--- src/rtl/lvds_rx_auto_align.sv ---
// lvds_rx_auto_align
// Multi-lane receive word aligner. Each lane finds its word boundary on its
// own by sliding a barrel-shift window over {current word, previous word}
// until TRAIN_PATTERN has been seen LOCK_CNT times in a row. Once all lanes
// are locked, the alignment is frozen and aligned words are streamed out.
//
// Ports:
//   sys_clk        system clock, rising edge
//   rst_n          asynchronous active-low reset
//   align_start    single-cycle pulse: start or restart training
//   rx_valid       qualifies rx_data
//   rx_data        raw deserialised words, lane i at [i*W +: W]
//   data_out       aligned words, same packing (meaningful only in DONE)
//   data_out_valid aligned data valid (DONE only), 1 cycle after rx_valid
//   lane_locked    per-lane lock flags
//   slip_pos       per-lane selected shift, lane i at [i*SW +: SW]
//   align_done     all lanes locked, alignment frozen
//   align_fail     training timed out before all lanes locked
module lvds_rx_auto_align #(
  parameter int unsigned   NUM_LANES     = 4,
  parameter int unsigned   W             = 8,
  parameter logic [W-1:0]  TRAIN_PATTERN = 8'hF0,
  parameter int unsigned   LOCK_CNT      = 4,
  parameter int unsigned   TIMEOUT_CYC   = 4096,
  localparam int unsigned  SW            = $clog2(W)
) (
  input  logic                    sys_clk,
  input  logic                    rst_n,
  input  logic                    align_start,
  input  logic                    rx_valid,
  input  logic [NUM_LANES*W-1:0]  rx_data,
  output logic [NUM_LANES*W-1:0]  data_out,
  output logic                    data_out_valid,
  output logic [NUM_LANES-1:0]    lane_locked,
  output logic [NUM_LANES*SW-1:0] slip_pos,
  output logic                    align_done,
  output logic                    align_fail
);

  localparam int unsigned TW       = $clog2(TIMEOUT_CYC) + 1;
  localparam logic [TW-1:0] TMO_LAST = TW'(TIMEOUT_CYC - 1);
  localparam logic [7:0]    LOCK_TGT = 8'(LOCK_CNT);
  localparam logic [SW-1:0] SLIP_MAX = SW'(W - 1);

  typedef enum logic [1:0] {IDLE, TRAIN, DONE, ERROR} state_t;

  state_t                state, state_next;
  logic [W-1:0]          prev      [NUM_LANES];
  logic [SW-1:0]         slip      [NUM_LANES];
  logic [7:0]            match_cnt [NUM_LANES];
  logic [NUM_LANES-1:0]  primed;
  logic [TW-1:0]         tmo;
  logic [NUM_LANES*W-1:0] aligned;
  logic [2*W-1:0]        win;
  logic [2*W-1:0]        shifted;
  logic                  entering;

  // Barrel-shift window per lane and packed slip view.
  always_comb begin
    aligned  = '0;
    slip_pos = '0;
    win      = '0;
    shifted  = '0;
    for (int unsigned i = 0; i < NUM_LANES; i++) begin
      win                 = {rx_data[i*W +: W], prev[i]};
      shifted             = win >> slip[i];
      aligned[i*W +: W]   = shifted[W-1:0];
      slip_pos[i*SW +: SW] = slip[i];
    end
  end

  always_comb begin
    state_next = state;
    case (state)
      IDLE:        if (align_start) state_next = TRAIN;
      TRAIN: begin
        if (&lane_locked)     state_next = DONE;
        else if (tmo == TMO_LAST) state_next = ERROR;
      end
      DONE, ERROR: if (align_start) state_next = TRAIN;
      default:     state_next = IDLE;
    endcase
  end

  // Accepted start pulse; align_start inside TRAIN never gets here.
  assign entering = (state_next == TRAIN) && (state != TRAIN);

  always_ff @(posedge sys_clk or negedge rst_n) begin
    if (!rst_n) begin
      state <= IDLE;
      tmo   <= '0;
    end else begin
      state <= state_next;
      if (entering)            tmo <= '0;
      else if (state == TRAIN) tmo <= tmo + 1'b1;
    end
  end

  always_ff @(posedge sys_clk or negedge rst_n) begin
    if (!rst_n) begin
      lane_locked <= '0;
      primed      <= '0;
      for (int unsigned i = 0; i < NUM_LANES; i++) begin
        prev[i]      <= '0;
        slip[i]      <= '0;
        match_cnt[i] <= '0;
      end
    end else begin
      for (int unsigned i = 0; i < NUM_LANES; i++) begin
        if (rx_valid) prev[i] <= rx_data[i*W +: W];
        if (entering) begin
          slip[i]        <= '0;
          match_cnt[i]   <= '0;
          lane_locked[i] <= 1'b0;
          primed[i]      <= 1'b0;
        end else if (state == TRAIN && rx_valid) begin
          if (!primed[i]) begin
            primed[i] <= 1'b1;
          end else if (!lane_locked[i]) begin
            if (aligned[i*W +: W] == TRAIN_PATTERN) begin
              match_cnt[i] <= match_cnt[i] + 8'd1;
              if (match_cnt[i] + 8'd1 == LOCK_TGT) lane_locked[i] <= 1'b1;
            end else begin
              match_cnt[i] <= '0;
              slip[i]      <= (slip[i] == SLIP_MAX) ? '0 : slip[i] + 1'b1;
            end
          end
        end
      end
    end
  end

  // Status and data flags follow the next state so they rise on entry to
  // DONE/ERROR and drop on the same edge that accepts a restart.
  always_ff @(posedge sys_clk or negedge rst_n) begin
    if (!rst_n) begin
      data_out       <= '0;
      data_out_valid <= 1'b0;
      align_done     <= 1'b0;
      align_fail     <= 1'b0;
    end else begin
      data_out       <= aligned;
      data_out_valid <= (state_next == DONE) && rx_valid;
      align_done     <= (state_next == DONE);
      align_fail     <= (state_next == ERROR);
    end
  end

endmodule
--- config.mk ---
export PLATFORM = sky130hd
export DESIGN_NAME = lvds_rx_auto_align
export DESIGN_NICKNAME = d
export VERILOG_FILES = /design/src/rtl/lvds_rx_auto_align.sv
export SDC_FILE = /design/constraint.sdc
export NUM_CORES = 1
export LEC_CHECK = 0
export ABC_CLOCK_PERIOD_IN_PS = 4200
export BUFFER_PORTS_ARGS = -buffer_cell sky130_fd_sc_hd__buf_2
export CORE_AREA = 2 2 115 117
export CTS_CLUSTER_DIAMETER = 200
export DETAILED_ROUTE_END_ITERATION = 8
export DIE_AREA = 0 0 117 119
export PLACE_DENSITY_LB_ADDON = 0.15
export SYNTH_ARGS = -nofsm -noshare
export SYNTH_HDL_FRONTEND = slang
export SYNTH_SLANG_ARGS = --single-unit
export TNS_END_PERCENT = 10
--- constraint.sdc ---
create_clock -name sys_clk -period 4.2 [get_ports sys_clk]
set_input_delay 0.63 -clock sys_clk [delete_from_list [all_inputs] [get_ports sys_clk]]
set_output_delay 0.63 -clock sys_clk [all_outputs]
set_load 0.01 [all_outputs]
=== After elaboration in Yosys (flattened, before gate mapping) ===
Cells that the tools add are included.

* Bits of input ports: 36
* Bits in registers: 131
* Word-level logic and storage cells: 164
* Output and inout port bits: 51

* Add/sub/neg operators: 9
* Shift-type cells: 4
* Reduce and logical (&&, ||, !) cells: 24
* Muxes and demuxes: 76
* Equal/unequal tests: 28

{| class="wikitable"
|+ Operators by type and width
! kind !! count
|-
| two-way mux 8 bit || 20
|-
| two-way mux 3 bit || 24
|-
| >> shifter 16 x 3 -> 8 bit || 4
|-
| adder 8 x 1 -> 8 bit, second input constant || 4
|-
| equality test 8 x 3 -> 1 bit, second input constant || 4
|-
| equality test 8 bit, second input constant || 4
|-
| two-way mux 1 bit || 26
|-
| two-way mux 13 bit || 2
|-
| AND reduction 4 bit || 5
|-
| adder 13 x 1 -> 13 bit, second input constant || 1
|-
| equality test 13 x 12 -> 1 bit, second input constant || 1
|-
| adder 3 x 1 -> 3 bit, second input constant || 4
|-
| equality test 3 bit, second input constant || 4
|-
| AND reduction 3 bit || 4
|-
| nonzero test 2 bit || 6
|-
| != test 2 x 1 -> 1 bit, second input constant || 5
|-
| equality test 2 bit, second input constant || 4
|-
| != test 2 bit, second input constant || 4
|-
| AND reduction 2 bit || 4
|-
| two-way mux 2 bit || 3
|-
| equality test 2 x 1 -> 1 bit, second input constant || 2
|-
| case mux 2 bit (2 select lines) || 1
|-
| logical AND 1 bit || 3
|-
| OR reduction 3 bit || 1
|-
| zero test 2 bit || 1
|}

=== Longest topological paths before layout ===
* Depth after elaboration: 8
* Gate-level depth with buffers: 9
* Gate-level depth less buffers: 6

=== Least setup slack after synthesis ===
OpenSTA, ideal clock, no wires.

* Path type: register to register
* Start: reg slip (netlist bit slip_pos[10])
* End: reg match_cnt[2] (netlist name)
* Stages on the path, launching flop included: 9
* Required time: 4.134 ns
* Buffers on the path: 2
* Arrival time: 2.347 ns
* Path slack: 1.787 ns
* Period minus slack after synthesis: 2.413 ns
* Setup time: 0.066 ns
* Cell sequence: dfrtp_1 > buf_6 > mux4_2 > nor3_2 > nand3_1 > or4_1 > buf_6 > nor4b_4 > a211o_1

* Cells in the longest elaborated chain, start to end: 7

{| class="wikitable"
|+ RTL lines
! element !! RTL line !! RTL
|-
| from (decl) || 49 || <nowiki>logic [SW-1:0] slip [NUM_LANES];</nowiki>
|-
| from (signal, indexed assignment) || 125 || <nowiki>slip[i] <= (slip[i] == SLIP_MAX) ? '0 : slip[i] + 1'b1;</nowiki>
|-
| >> shifter 16 x 3 -> 8 bit || 66 || <nowiki>shifted = win >> slip[i];</nowiki>
|-
| equality test 8 bit || 120 || <nowiki>if (aligned[i*W +: W] == TRAIN_PATTERN) begin</nowiki>
|-
| two-way mux 8 bit || 120 ||
|-
| two-way mux 8 bit || 119 || <nowiki>end else if (!lane_locked[i]) begin</nowiki>
|-
| two-way mux 8 bit || 117 || <nowiki>if (!primed[i]) begin</nowiki>
|-
| two-way mux 8 bit || 116 || <nowiki>end else if (state == TRAIN && rx_valid) begin</nowiki>
|-
| two-way mux 8 bit || 111 || <nowiki>if (entering) begin</nowiki>
|-
| to (signal, indexed assignment) || 121 || <nowiki>match_cnt[i] <= match_cnt[i] + 8'd1;</nowiki>
|-
| to (decl) || 50 || <nowiki>logic [7:0] match_cnt [NUM_LANES];</nowiki>
|}

Every way passes these cells. The select of a mux whose other input is x is not followed.
A chain may end at the register's enable or synchronous reset.

=== Final worst setup path ===
* Start: reg slip (netlist bit slip_pos[10])
* End: reg match_cnt[3] (netlist name)

The elaborated chain is that of the path after synthesis.

==> qor.txt <==
CTS tree: yes
initial core utilization: 0.546
GRT Total Usage: 0.223
setup TNS: 0 ps
CP Data Required Time: 4560 ps
fin nets: 779
initial antenna violation count: 0
Routed wire per std cell: 15.6 um
Syn. warnings: 0
Die Width: 117 um
Post-synth EDFFs: 0
Clock Path Buffers: 2
post-CTS sizing: 0
Top-Level Pins: 87
worst vdd ir: 0.348 mV
number of buffers inserted by port buffering: 86
cts hold-fix bufs: 0
mapped cell area: 0.00703 sq mm
ANT nets after route: 0
drt total wl: 14,300 um
RD Place Congestion: 0.859
Syn Area/Cell: 10.9 sq um
drt initial violations: 354
CP Class: reg2reg
Syn Nets: 697
Layout area overhead: 16.7%
largest net degree at the start of global routing: 132
Setup violations, final: 0
Final min period: 3100 ps
slew margin rel.: 0.370
wire length of the first global-routing pass: 24,600 um
Setup crit end kind: flop
CTS root buf: clkbuf_16
DRC Markers: 0
Final Skew: 9.37 ps
clk slew on worst S/H paths: 60 ps
core footprint: 0.0129 sq mm
Worst setup SP type: flop
Seq/Total Area, Yosys: 0.466
Top FF cell, synth: dfrtp_1
Max Slew Vio Count: 0
Seq cells post-synth: 131
FMAX: 0.323 GHz
vias in the first global route: 5,106
flop-to-flop setup slack: 1100 ps
Die ar.: 0.0139 sq mm
H-tree levels: 4
critical register-to-register path startpoint: slip_pos[10]
r2r endpoint: match_cnt[3]
Yosys cell types: 55
P per Cell Area: 608 mW/mm^2
P_leak: 3.79 nW
Syn Inst Count: 648
Diodes inserted: 0
Sink Count: 131
post-CTS setup buffer count: 0
Crit Path Max Fanout: 21
CTS buffer count: 17
max-cap violations: 0
arrival time worst endpoint: 3460 ps
unrepaired setup endpoints after global routing: no
ratio of final minimum period to clock period: 0.738
Worst Reg-to-Reg Cells: 6
worst hold path type: in2async
ys async rst share: 1.00
Hold Vio Cnt, Final: 0
DR vias: 5,292
FP Rows: 42
Final HPWL DP: 9760 um
Via density: 5.76
Worst Max-Slew Pin Slew: 942 ps
status: finished, final reports clean
layout cells sized above 1: 0.279
Clock Latency Late Sink: 420 ps
dpl cells: 887
gr ovfl total: 0
die span in y: 119 um
Post-Layout Cell Count: 919
Pre-antenna DRT Iters: 5
[where the power goes]
part	switching (mW)	leakage [nW]	total [mW]	internal, mW
clock	0.539	0.283	1.50	0.960
combinational	0.732	1.88	1.55	0.822
sequential	0.391	1.63	1.94	1.55
[cell type report]
cell class / instances / area (sq um)
clock buffers: 19 / 453
clock inverters: 13 / 159
fillers: 1055 / 4670
inverters: 14 / 52.6
multi-input cells: 476 / 3570
flip-flops and latches: 131 / 3280
well taps: 176 / 220
repair buffers: 90 / 475
[critical path, cell delays in order (launching register included)]
cell     delay [ps]
dfrtp_1         940
mux4_2          650
nor3_2          180
nand3_1         100
or4_1           750
o21ai_0         270
a22o_1          150
[placed cells by master (no fill, tap or decap), drive strengths merged, types with 3 or more instances in the layout]
| cell | Yosys | layout |
|---|---|---|
| or4 | 3 | 3 |
| mux2 | 52 | 52 |
| mux2i | 40 | 40 |
| nand3 | 21 | 21 |
| o21ai | 51 | 51 |
| o22ai | 6 | 6 |
| o31ai | 4 | 4 |
| a22o | 15 | 15 |
| ha | 13 | 13 |
| nor3 | 12 | 12 |
| a31oi | 6 | 6 |
| clkinv | 1 | 5 |
| o211ai | 3 | 3 |
| clkbuf | 16 | 19 |
| a21oi | 6 | 6 |
| inv | 13 | 13 |
| nand4 | 8 | 8 |
| bufinv | 0 | 3 |
| mux4 | 23 | 23 |
| xor2 | 4 | 4 |
| clkinvlp | 0 | 6 |
| dfrtp | 131 | 131 |
| nand2b | 9 | 9 |
| and3 | 15 | 15 |
| nor2b | 13 | 13 |
| nand2 | 96 | 96 |
| or3 | 3 | 3 |
| nor2 | 42 | 42 |
| a32oi | 4 | 4 |
| buf | 11 | 90 |
| nor4 | 3 | 3 |
[cell usage after synthesis, drive strengths merged (3+ instances only)]
cell    count  area (sq um)
dfrtp     131          3280
nand2      96           360
mux2       52           586
o21ai      51           255
nor2       42           173
mux2i      40           400
mux4       23           522
nand3      21           105
clkbuf     16          60.1
a22o       15           131
and3       15          93.8
ha         13           163
inv        13          48.8
nor2b      13          81.3
nor3       12          65.1
buf        11          70.1
nand2b      9          56.3
nand4       8          50.1
a21oi       6          30.0
a31oi       6          37.5
o22ai       6          37.5
a32oi       4          35.0
o31ai       4          30.0
xor2        4          35.0
nor4        3          18.8
o211ai      3          22.5
or3         3          18.8
or4         3          22.5
[state kept, by name (all words and copies together) (netlist names)]
| name | cells |
|---|---|
| align_done | 1 |
| align_fail | 1 |
| data_out | 32 |
| primed | 1 |
| match_cnt | 32 |
| lane_locked | 4 |
| tmo | 13 |
| slip_pos | 12 |
| state | 2 |
| prev | 32 |
| data_out_valid | 1 |
[metrics by stage]
step | area, sq um | worst slack, ps | power, mW | hold slack [ps] | utilization
4_1_cts | 8210 | 1130 | 5.03 | 354 | 0.638
2_1_floorplan | 7030 | 1790 | 3.06 | 334 | -
3_5_place_dp | 7600 | 1140 | 3.52 | 482 | 0.590
3_3_place_gp | 7600 | 1220 | 3.45 | 474 | 0.590
6_report | 8210 | 1100 | 4.99 | 248 | 0.638
5_1_grt | 8210 | 842 | 5.33 | 331 | 0.638
[worst max-delay path by stage]
stage | from | endpoint | slack [ps] | cells after the start
6_report | slip_pos[10] | match_cnt[3] | 1100 | 6
5_1_grt | slip_pos[10] | match_cnt[3] | 840 | 6
4_1_cts | slip_pos[10] | match_cnt[3] | 1130 | 6
3_5_place_dp | slip_pos[10] | match_cnt[3] | 1140 | 6
3_3_place_gp | slip_pos[10] | match_cnt[0] | 1220 | 6
2_1_floorplan | slip_pos[10] | match_cnt[2] | 1790 | 8
[cell families after synthesis]
family,after synthesis,synth area share
xor+xnor,6,0.00747
buf+inv,41,0.0260
mux,115,0.214
flops,131,0.466
compound gates,104,0.0963
simple gates,238,0.167
fa+ha+maj,13,0.0231
[per-layer routing]
metal / global-route usage / wire length (um) / vias up
met4: 0.0801 / 180 / 0
met1: 0.320 / 6710 / 2598
li1: - / - / 2535
met3: 0.0443 / 663 / 18
met2: 0.338 / 6800 / 141
met5: 0 / 0 / -
(Power assumes the default switching activity.)
